--- src/rtl/mem_stage.sv ---
// Memory-access pipeline stage: holds one instruction from execute, captures and
// aligns load data, and drives the writeback, stall and forward buses.
module mem_stage #(
   parameter int ES_TO_MS_BUS_WD = 93,
   parameter int MS_TO_WS_BUS_WD = 83
) (
   input  logic                       clk,
   input  logic                       resetn,
   input  logic                       ws_allowin,
   output logic                       ms_allowin,
   input  logic                       es_to_ms_valid,
   input  logic [ES_TO_MS_BUS_WD-1:0] es_to_ms_bus,
   input  logic                       ms_flush,
   output logic                       ms_to_ws_valid,
   output logic [MS_TO_WS_BUS_WD-1:0] ms_to_ws_bus,
   output logic [9:0]                 stall_ms_bus,
   output logic [32:0]                forward_ms_bus,
   input  logic [31:0]                data_sram_rdata
);

   logic                       ms_valid;
   logic                       ms_first;
   logic [ES_TO_MS_BUS_WD-1:0] ms_bus_r;
   logic [31:0]                rdata_buf;

   logic        cp0_wen;
   logic        res_from_cp0;
   logic [7:0]  cp0_addr;
   logic        res_from_mem;
   logic [6:0]  inst_load;
   logic [4:0]  ld_extd_op;
   logic        gr_we;
   logic [4:0]  dest;
   logic [31:0] alu_result;
   logic [31:0] pc;

   logic [1:0]  addr_lo;
   logic [31:0] mem_w;
   logic [7:0]  mem_byte;
   logic [15:0] mem_half;
   logic [31:0] load_result;
   logic [3:0]  load_strb;
   logic [31:0] final_result;
   logic [3:0]  rf_strb;
   logic        fwd_valid;
   logic        unused_ld_extd_op;

   assign {cp0_wen, res_from_cp0, cp0_addr, res_from_mem, inst_load, ld_extd_op,
           gr_we, dest, alu_result, pc} = ms_bus_r;

   assign unused_ld_extd_op = ^ld_extd_op;

   assign ms_allowin     = !ms_valid | ws_allowin;
   assign ms_to_ws_valid = ms_valid & ~ms_flush;

   always_ff @(posedge clk or negedge resetn) begin
      if (!resetn) begin
         ms_valid  <= 1'b0;
         ms_first  <= 1'b0;
         ms_bus_r  <= '0;
         rdata_buf <= 32'h0;
      end else begin
         if (ms_flush) begin
            ms_valid <= 1'b0;
         end else if (ms_allowin) begin
            ms_valid <= es_to_ms_valid;
         end
         // The bus is still loaded on a flushed accept; ms_valid alone kills it.
         if (es_to_ms_valid && ms_allowin) begin
            ms_bus_r <= es_to_ms_bus;
            ms_first <= 1'b1;
         end else begin
            ms_first <= 1'b0;
         end
         if (ms_first) begin
            rdata_buf <= data_sram_rdata;
         end
      end
   end

   // SRAM data is only valid in the first cycle; later cycles replay the buffered copy.
   assign mem_w   = ms_first ? data_sram_rdata : rdata_buf;
   assign addr_lo = alu_result[1:0];

   always_comb begin
      mem_byte = 8'h0;
      unique case (addr_lo)
         2'd0: mem_byte = mem_w[7:0];
         2'd1: mem_byte = mem_w[15:8];
         2'd2: mem_byte = mem_w[23:16];
         2'd3: mem_byte = mem_w[31:24];
      endcase
      mem_half = addr_lo[1] ? mem_w[31:16] : mem_w[15:0];

      load_result = mem_w;
      load_strb   = 4'b1111;
      if (inst_load[0]) begin
         load_result = {{24{mem_byte[7]}}, mem_byte};
      end else if (inst_load[1]) begin
         load_result = {24'h0, mem_byte};
      end else if (inst_load[2]) begin
         load_result = {{16{mem_half[15]}}, mem_half};
      end else if (inst_load[3]) begin
         load_result = {16'h0, mem_half};
      end else if (inst_load[4]) begin
         load_result = mem_w;
      end else if (inst_load[5]) begin
         unique case (addr_lo)
            2'd0: begin load_result = {mem_w[7:0], 24'h0};  load_strb = 4'b1000; end
            2'd1: begin load_result = {mem_w[15:0], 16'h0}; load_strb = 4'b1100; end
            2'd2: begin load_result = {mem_w[23:0], 8'h0};  load_strb = 4'b1110; end
            2'd3: begin load_result = mem_w;                load_strb = 4'b1111; end
         endcase
      end else if (inst_load[6]) begin
         unique case (addr_lo)
            2'd0: begin load_result = mem_w;                load_strb = 4'b1111; end
            2'd1: begin load_result = {8'h0, mem_w[31:8]};  load_strb = 4'b0111; end
            2'd2: begin load_result = {16'h0, mem_w[31:16]}; load_strb = 4'b0011; end
            2'd3: begin load_result = {24'h0, mem_w[31:24]}; load_strb = 4'b0001; end
         endcase
      end
   end

   assign final_result = res_from_mem ? load_result : alu_result;
   assign rf_strb      = res_from_mem ? load_strb : {4{gr_we}};

   assign ms_to_ws_bus = {cp0_wen, res_from_cp0, cp0_addr, rf_strb, dest, final_result, pc};

   // LWL/LWR merge with the old register value in writeback, so they cannot be forwarded.
   assign fwd_valid      = ms_valid & gr_we & ~res_from_cp0 & ~inst_load[5] & ~inst_load[6];
   assign forward_ms_bus = {fwd_valid, final_result};
   assign stall_ms_bus   = {{5{ms_valid & gr_we}}, dest};

endmodule

--- config.mk ---
export PLATFORM = sky130hd
export DESIGN_NAME = mem_stage
export DESIGN_NICKNAME = d
export VERILOG_FILES = /design/src/rtl/mem_stage.sv
export SDC_FILE = /design/constraint.sdc
export NUM_CORES = 1
export LEC_CHECK = 0
export ABC_AREA = 1
export BUFFER_PORTS_ARGS = -buffer_cell sky130_fd_sc_hd__buf_2
export CAP_MARGIN = 20
export CORE_UTILIZATION = 55
export CTS_CLUSTER_DIAMETER = 40
export DETAILED_ROUTE_END_ITERATION = 16
export HOLD_SLACK_MARGIN = 0.12
export PLACE_DENSITY = 0.86
export SLEW_MARGIN = 5
export SYNTH_ARGS = -nofsm -noshare
export SYNTH_HDL_FRONTEND = slang
export SYNTH_SLANG_ARGS = --single-unit
--- constraint.sdc ---
create_clock -name clk -period 2.7 [get_ports clk]
set_input_delay 0.54 -clock clk [delete_from_list [all_inputs] [get_ports clk]]
set_output_delay 0.54 -clock clk [all_outputs]
set_load 0.02 [all_outputs]
Yosys cells after proc, flatten, opt, wreduce, memory -nomap -nowiden
Cells that the tools add are included.

operators by class
  $lt $le $gt $ge = 0
  equal/unequal tests = 3
  multipliers = 0
  shifts and indexed selects = 0
  add/sub/neg operators = 0
  reduce and logical (&&, ||, !) cells = 4
  bitwise logic cells = 10
  div/mod/pow operators = 0
  multiplexer cells = 26

operators by type and width
  operator                                                         count
  32-bit 2-to-1 mux                                                9
  32-bit one-hot mux with 4 select lines                           2
  4-bit 2-to-1 mux                                                 8
  4-bit one-hot mux with 4 select lines                            2
  8-bit one-hot mux with 4 select lines                            1
  16-bit 2-to-1 mux                                                1
  1-bit AND                                                        5
  2-bit == test, second input constant                             2
  1-bit NOT                                                        4
  1-bit 2-to-1 mux                                                 3
  2-bit by 1-bit == test with 1-bit output, second input constant  1
  2-bit zero test                                                  1
  2-bit nonzero test                                               1
  1-bit logical AND                                                1
  1-bit zero test                                                  1
  1-bit bitwise OR                                                 1

word-level totals
  memories = 0
  flip-flop bits (word level) = 127
  bits in read-only memories = 0
  input port bits = 130
  output and inout port bits = 128
  bits in latches = 0
  bits in writable memories = 0

Logic depth before layout (Yosys ltp)
  depth after elaboration = 10
  depth in mapped cells = 14

Worst setup path before layout
Ideal clock, no wire load.

  kind = in2out
  from = input data_sram_rdata[15]
  to = output ms_to_ws_bus[53]
  stages on the path = 10
  slack = 0.213 ns
  required time = 2.160 ns
  arrival = 1.947 ns
  path through = nand2_1 nand2_2 inv_1 nand2_1 o21ai_0 a21oi_4 buf_6 nand2_1 a21oi_1 buf_4

between the ends
  word-level cells in the longest chain between the ends = 6
  elaborated cells on any way between the ends = 7

ends and longest elaborated chain
  element              line  RTL
  from (decl)          18    input logic [31:0] data_sram_rdata
  32-bit 2-to-1 mux *  -
  net mem_w[15]        38    logic [31:0] mem_w;
  16-bit 2-to-1 mux    93    mem_half = addr_lo[1] ? mem_w[31:16] : mem_w[15:0];
  32-bit 2-to-1 mux    101   end else if (inst_load[2]) begin
  32-bit 2-to-1 mux    99    end else if (inst_load[1]) begin
  32-bit 2-to-1 mux *  97    if (inst_load[0]) begin
  32-bit 2-to-1 mux *  124   assign final_result = res_from_mem ? load_result : alu_result;
  to (decl)            15    output logic [MS_TO_WS_BUS_WD-1:0] ms_to_ws_bus,

The timed path passes the listed nets; every way through them passes the cells marked *.

Worst setup path in the final report
  from = register ms_first
  to = output forward_ms_bus[22]

between the ends
  elaborated cells on any way between the ends = 13

RTL lines
  element                                 line  RTL
  from (decl)                             22    logic ms_first;
  from (signal assigned)                  59    ms_first <= 1'b0;
  from (signal assigned)                  71    ms_first <= 1'b1;
  from (signal assigned)                  73    ms_first <= 1'b0;
  32-bit 2-to-1 mux                       -
  net mem_w[6]                            38
  32-bit one-hot mux with 4 select lines  108   unique case (addr_lo)
  32-bit 2-to-1 mux                       107   end else if (inst_load[5]) begin
  32-bit 2-to-1 mux                       105   end else if (inst_load[4]) begin
  32-bit 2-to-1 mux                       103   end else if (inst_load[3]) begin
  32-bit 2-to-1 mux                       101
  32-bit 2-to-1 mux                       99
  32-bit 2-to-1 mux                       97
  32-bit 2-to-1 mux                       124
  to (decl)                               17    output logic [32:0] forward_ms_bus,

The timed path passes the listed nets, and every way through them passes these cells.

==> results_dict.tcl <==
set metrics [dict create \
    run_status "finished, violations left" \
    violations "negative setup slack" \
    antenna_cells 0 \
    period_share 1.111 \
    synthTopCellsByArea "dfrtp_1 39%, nand2_1 29%, buf_4 9.3%" \
    grt_pass1_vias 8112 \
    worst_slew_pin_slew_ps 820.5 \
    powerDensity_nw_per_um2 704.3 \
    yosysWarnings 0 \
    start_util 0.5730 \
    synth_cells 1160 \
    rrSetupSlack_ps 640 \
    synth.top_cell.area_share 0.3945 \
    ys_seq_area_frac 0.3945 \
    h-tree-depth 4 \
    cts_hold_buf 0 \
    num_rows 42 \
    finalSetupViolCount 64 \
    critPathMaxFanout 15 \
    vias 8633 \
    root_buffer "clkbuf_16" \
    cts_sinks 122 \
    die_h_um 120.6 \
    cp-end-kind "primary output" \
    synth_area_um2 7739 \
    clk_pin_slew_ps 60 \
    core_um2 13510 \
    vias_per_cell 5.492 \
    crit_type "reg -> out" \
    fill_cells 938 \
    drt-wirelength-per-cell_um 17.98 \
    synth_fp_nets 1290 \
    antenna_found_initial 0 \
    ioPinCount 258 \
    p_leak_nw 5.858 \
    syn_to_final_growth_pct 37.40 \
    ant_nets 0 \
    final_nets 1513 \
    drv_cap 0 \
    min_path_type "in -> async" \
    whs_ps 115.4 \
    firstDrtPassIters 5 \
    yosysTopAreaCell "dfrtp_1" \
    grt_pass1_wl_mm 41.55 \
    grt_max_degree 81 \
    dpl.cell_count 1495 \
    grt.total_usage 0.3784 \
    reg2reg_depth 7 \
    ir_drop_mv 0.5041 \
    cp_data_required_time_ps 2160 \
    cts_buffers 17 \
    cp.arrival_ps 2460 \
    drc 0 \
    skew_ps 11.18 \
    grt-ovfl-total 0 \
    maxClockFrequency_ghz 0.3333 \
    final_max_slew_viol_count 0 \
    cts_tree "yes" \
    yosysUniqueCellTypes 30 \
    power_mw 7.489 \
    start_kind "register" \
    relSlewSlack 0.4530 \
    finalNonFillerCells 1572 \
    rsz0062_at_grt "yes" \
    wl_mm 28.27 \
    hold_viol 0 \
    dp_hpwl_mm 18.17 \
    dr.first_iter.drc_count 919 \
    dieArea_um2 14550 \
    die_width_um 120.6 \
    worstReg2RegStart "ms_valid" \
    clockBufferDepth 2 \
    gp_congestion 0.9754 \
    final.min_clock_period_ps 3001 \
    layout_setup_ws_ps -300.6 \
    worstSkewPairLatency_ps 440 \
    port_buffers 252 \
    timing.rr.end "ms_bus_r[12]" \
    synth-seq-cells 122 \
    drive_gt1_frac 0.3868 \
    syn_area_per_cell_um2 6.671 \
]
==> cell usage in the layout, fill, tap and decap left out, drive strengths merged <==
master	n
nand2	616
buf	344
dfrtp	122
inv	57
a21oi	52
nor2	49
o21ai	44
nand3	41
clkbuf	23
o211ai	12
clkinv	10
nand4	8
nor3	4
a31oi	3
o2111ai	3
or2	2
clkinvlp	2
nor4	2
o31ai	1
bufinv	1
==> worst max-delay path: stages (launching register included) <==
cell,delay (ps)
dfrtp_2,500
clkinv_4,140
buf_12,180
nand2_1,90
nand2_2,100
inv_1,100
nand2_1,70
nand2_1,60
nand2_1,50
nand3_1,90
nand2_1,70
nand2_1,100
nand2_1,100
a21oi_2,190
buf_4,170
==> synthesized netlist by cell type <==
master and n:
a21oi_1 50, a21oi_2 1, a21oi_4 1, a31oi_1 3
buf_1 3, buf_2 13, buf_4 96, buf_6 7
clkbuf_1 25, clkinv_1 2, dfrtp_1 122, inv_1 48
inv_2 7, nand2_1 606, nand2_2 10, nand3_1 40
nand3_2 1, nand4_1 8, nor2_1 49, nor3_1 3
nor3_4 1, nor4_1 1, nor4_4 1, o2111ai_1 3
o211ai_1 12, o21ai_0 36, o21ai_1 5, o21ai_2 3
o31ai_1 1, or2_2 2
==> metal layers <==
| metal | vias to the layer above | wire length [µm] | GRT usage | share of wire |
|---|---|---|---|---|
| met5 | - | 0 | 0 | 0 |
| met4 | 0 | 1348 | 0.1921 | 0.048 |
| met3 | 123 | 2898 | 0.1127 | 0.10 |
| met2 | 528 | 13700 | 0.6110 | 0.48 |
| met1 | 4005 | 10320 | 0.4584 | 0.37 |
| li1 | 3977 | - | - | - |
==> through the flow <==
| stage | cell area [µm²] | util | setup TNS [ps] | worst slack [ps] |
|---|---|---|---|---|
| finish | 10630 | 0.7873 | -11770 | -300.6 |
| global route | 10630 | 0.7873 | -15540 | -357.3 |
| CTS | 10080 | 0.7466 | -4277 | -113.5 |
| detailed placement | 8713 | 0.6452 | 0 | 80.37 |
| global placement | 8713 | 0.6452 | 0 | 79.30 |
| floorplan | 7739 | - | 0 | 212.6 |
==> cells by family (layout without fill, tap and decap cells) <==
| logic type | count (synthesis) | in the layout | synth area share |
|---|---|---|---|
| buffers and inverters | 201 | 437 | 0.1530 |
| DFF | 122 | 122 | 0.3945 |
| and+or+nand+nor | 722 | 722 | 0.3686 |
| AOI/OAI and AO/OA | 115 | 115 | 0.08391 |
==> timing repair <==
| item | CTS | global route |
|---|---|---|
| pin swaps | 21 | 38 |
| setup endpoints to repair | 64 | 64 |
| resized for setup | 158 | 126 |
| gates cloned | 2 | 4 |
| buffers inserted | 27 | 13 |
==> worst max path at each step <==
stage                              startpoint                 end
after global routing                 ms_first  forward_ms_bus[22]
final                                ms_first  forward_ms_bus[22]
after CTS                            ms_first  forward_ms_bus[24]
after floorplan           data_sram_rdata[15]    ms_to_ws_bus[53]
after global placement               ms_first    ms_to_ws_bus[48]
after detailed placement             ms_first  forward_ms_bus[16]
==> flip-flops by register name, summed over array words and instances (netlist names) <==
register,count
ms_bus_r,88
rdata_buf,32
ms_first,1
ms_valid,1
==> report_power, final <==
| part | total [mW] | internal [mW] | switching, mW |
|---|---|---|---|
| clock network | 2.24 | 1.34 | 0.893 |
| registers | 2.18 | 2.04 | 0.140 |
| logic | 3.07 | 1.17 | 1.90 |
| total | 7.49 | 4.56 | 2.93 |
==> area by class of cell <==
| type | count | area (µm²) | share of cell area |
|---|---|---|---|
| Timing Repair inverter | 1 | 5.005 | 0.0004707 |
| Timing Repair Buffer | 347 | 2484 | 0.2336 |
| Tap cell | 176 | 220.2 | 0.02071 |
| Inverter | 57 | 227.7 | 0.02142 |
| Clock inverter | 12 | 112.6 | 0.01059 |
| Clock buffer | 20 | 466.7 | 0.04389 |
| Sequential cell | 122 | 3059 | 0.2877 |
| Multi-Input combinational cell | 837 | 4058 | 0.3816 |
(Power assumes the default switching activity.)
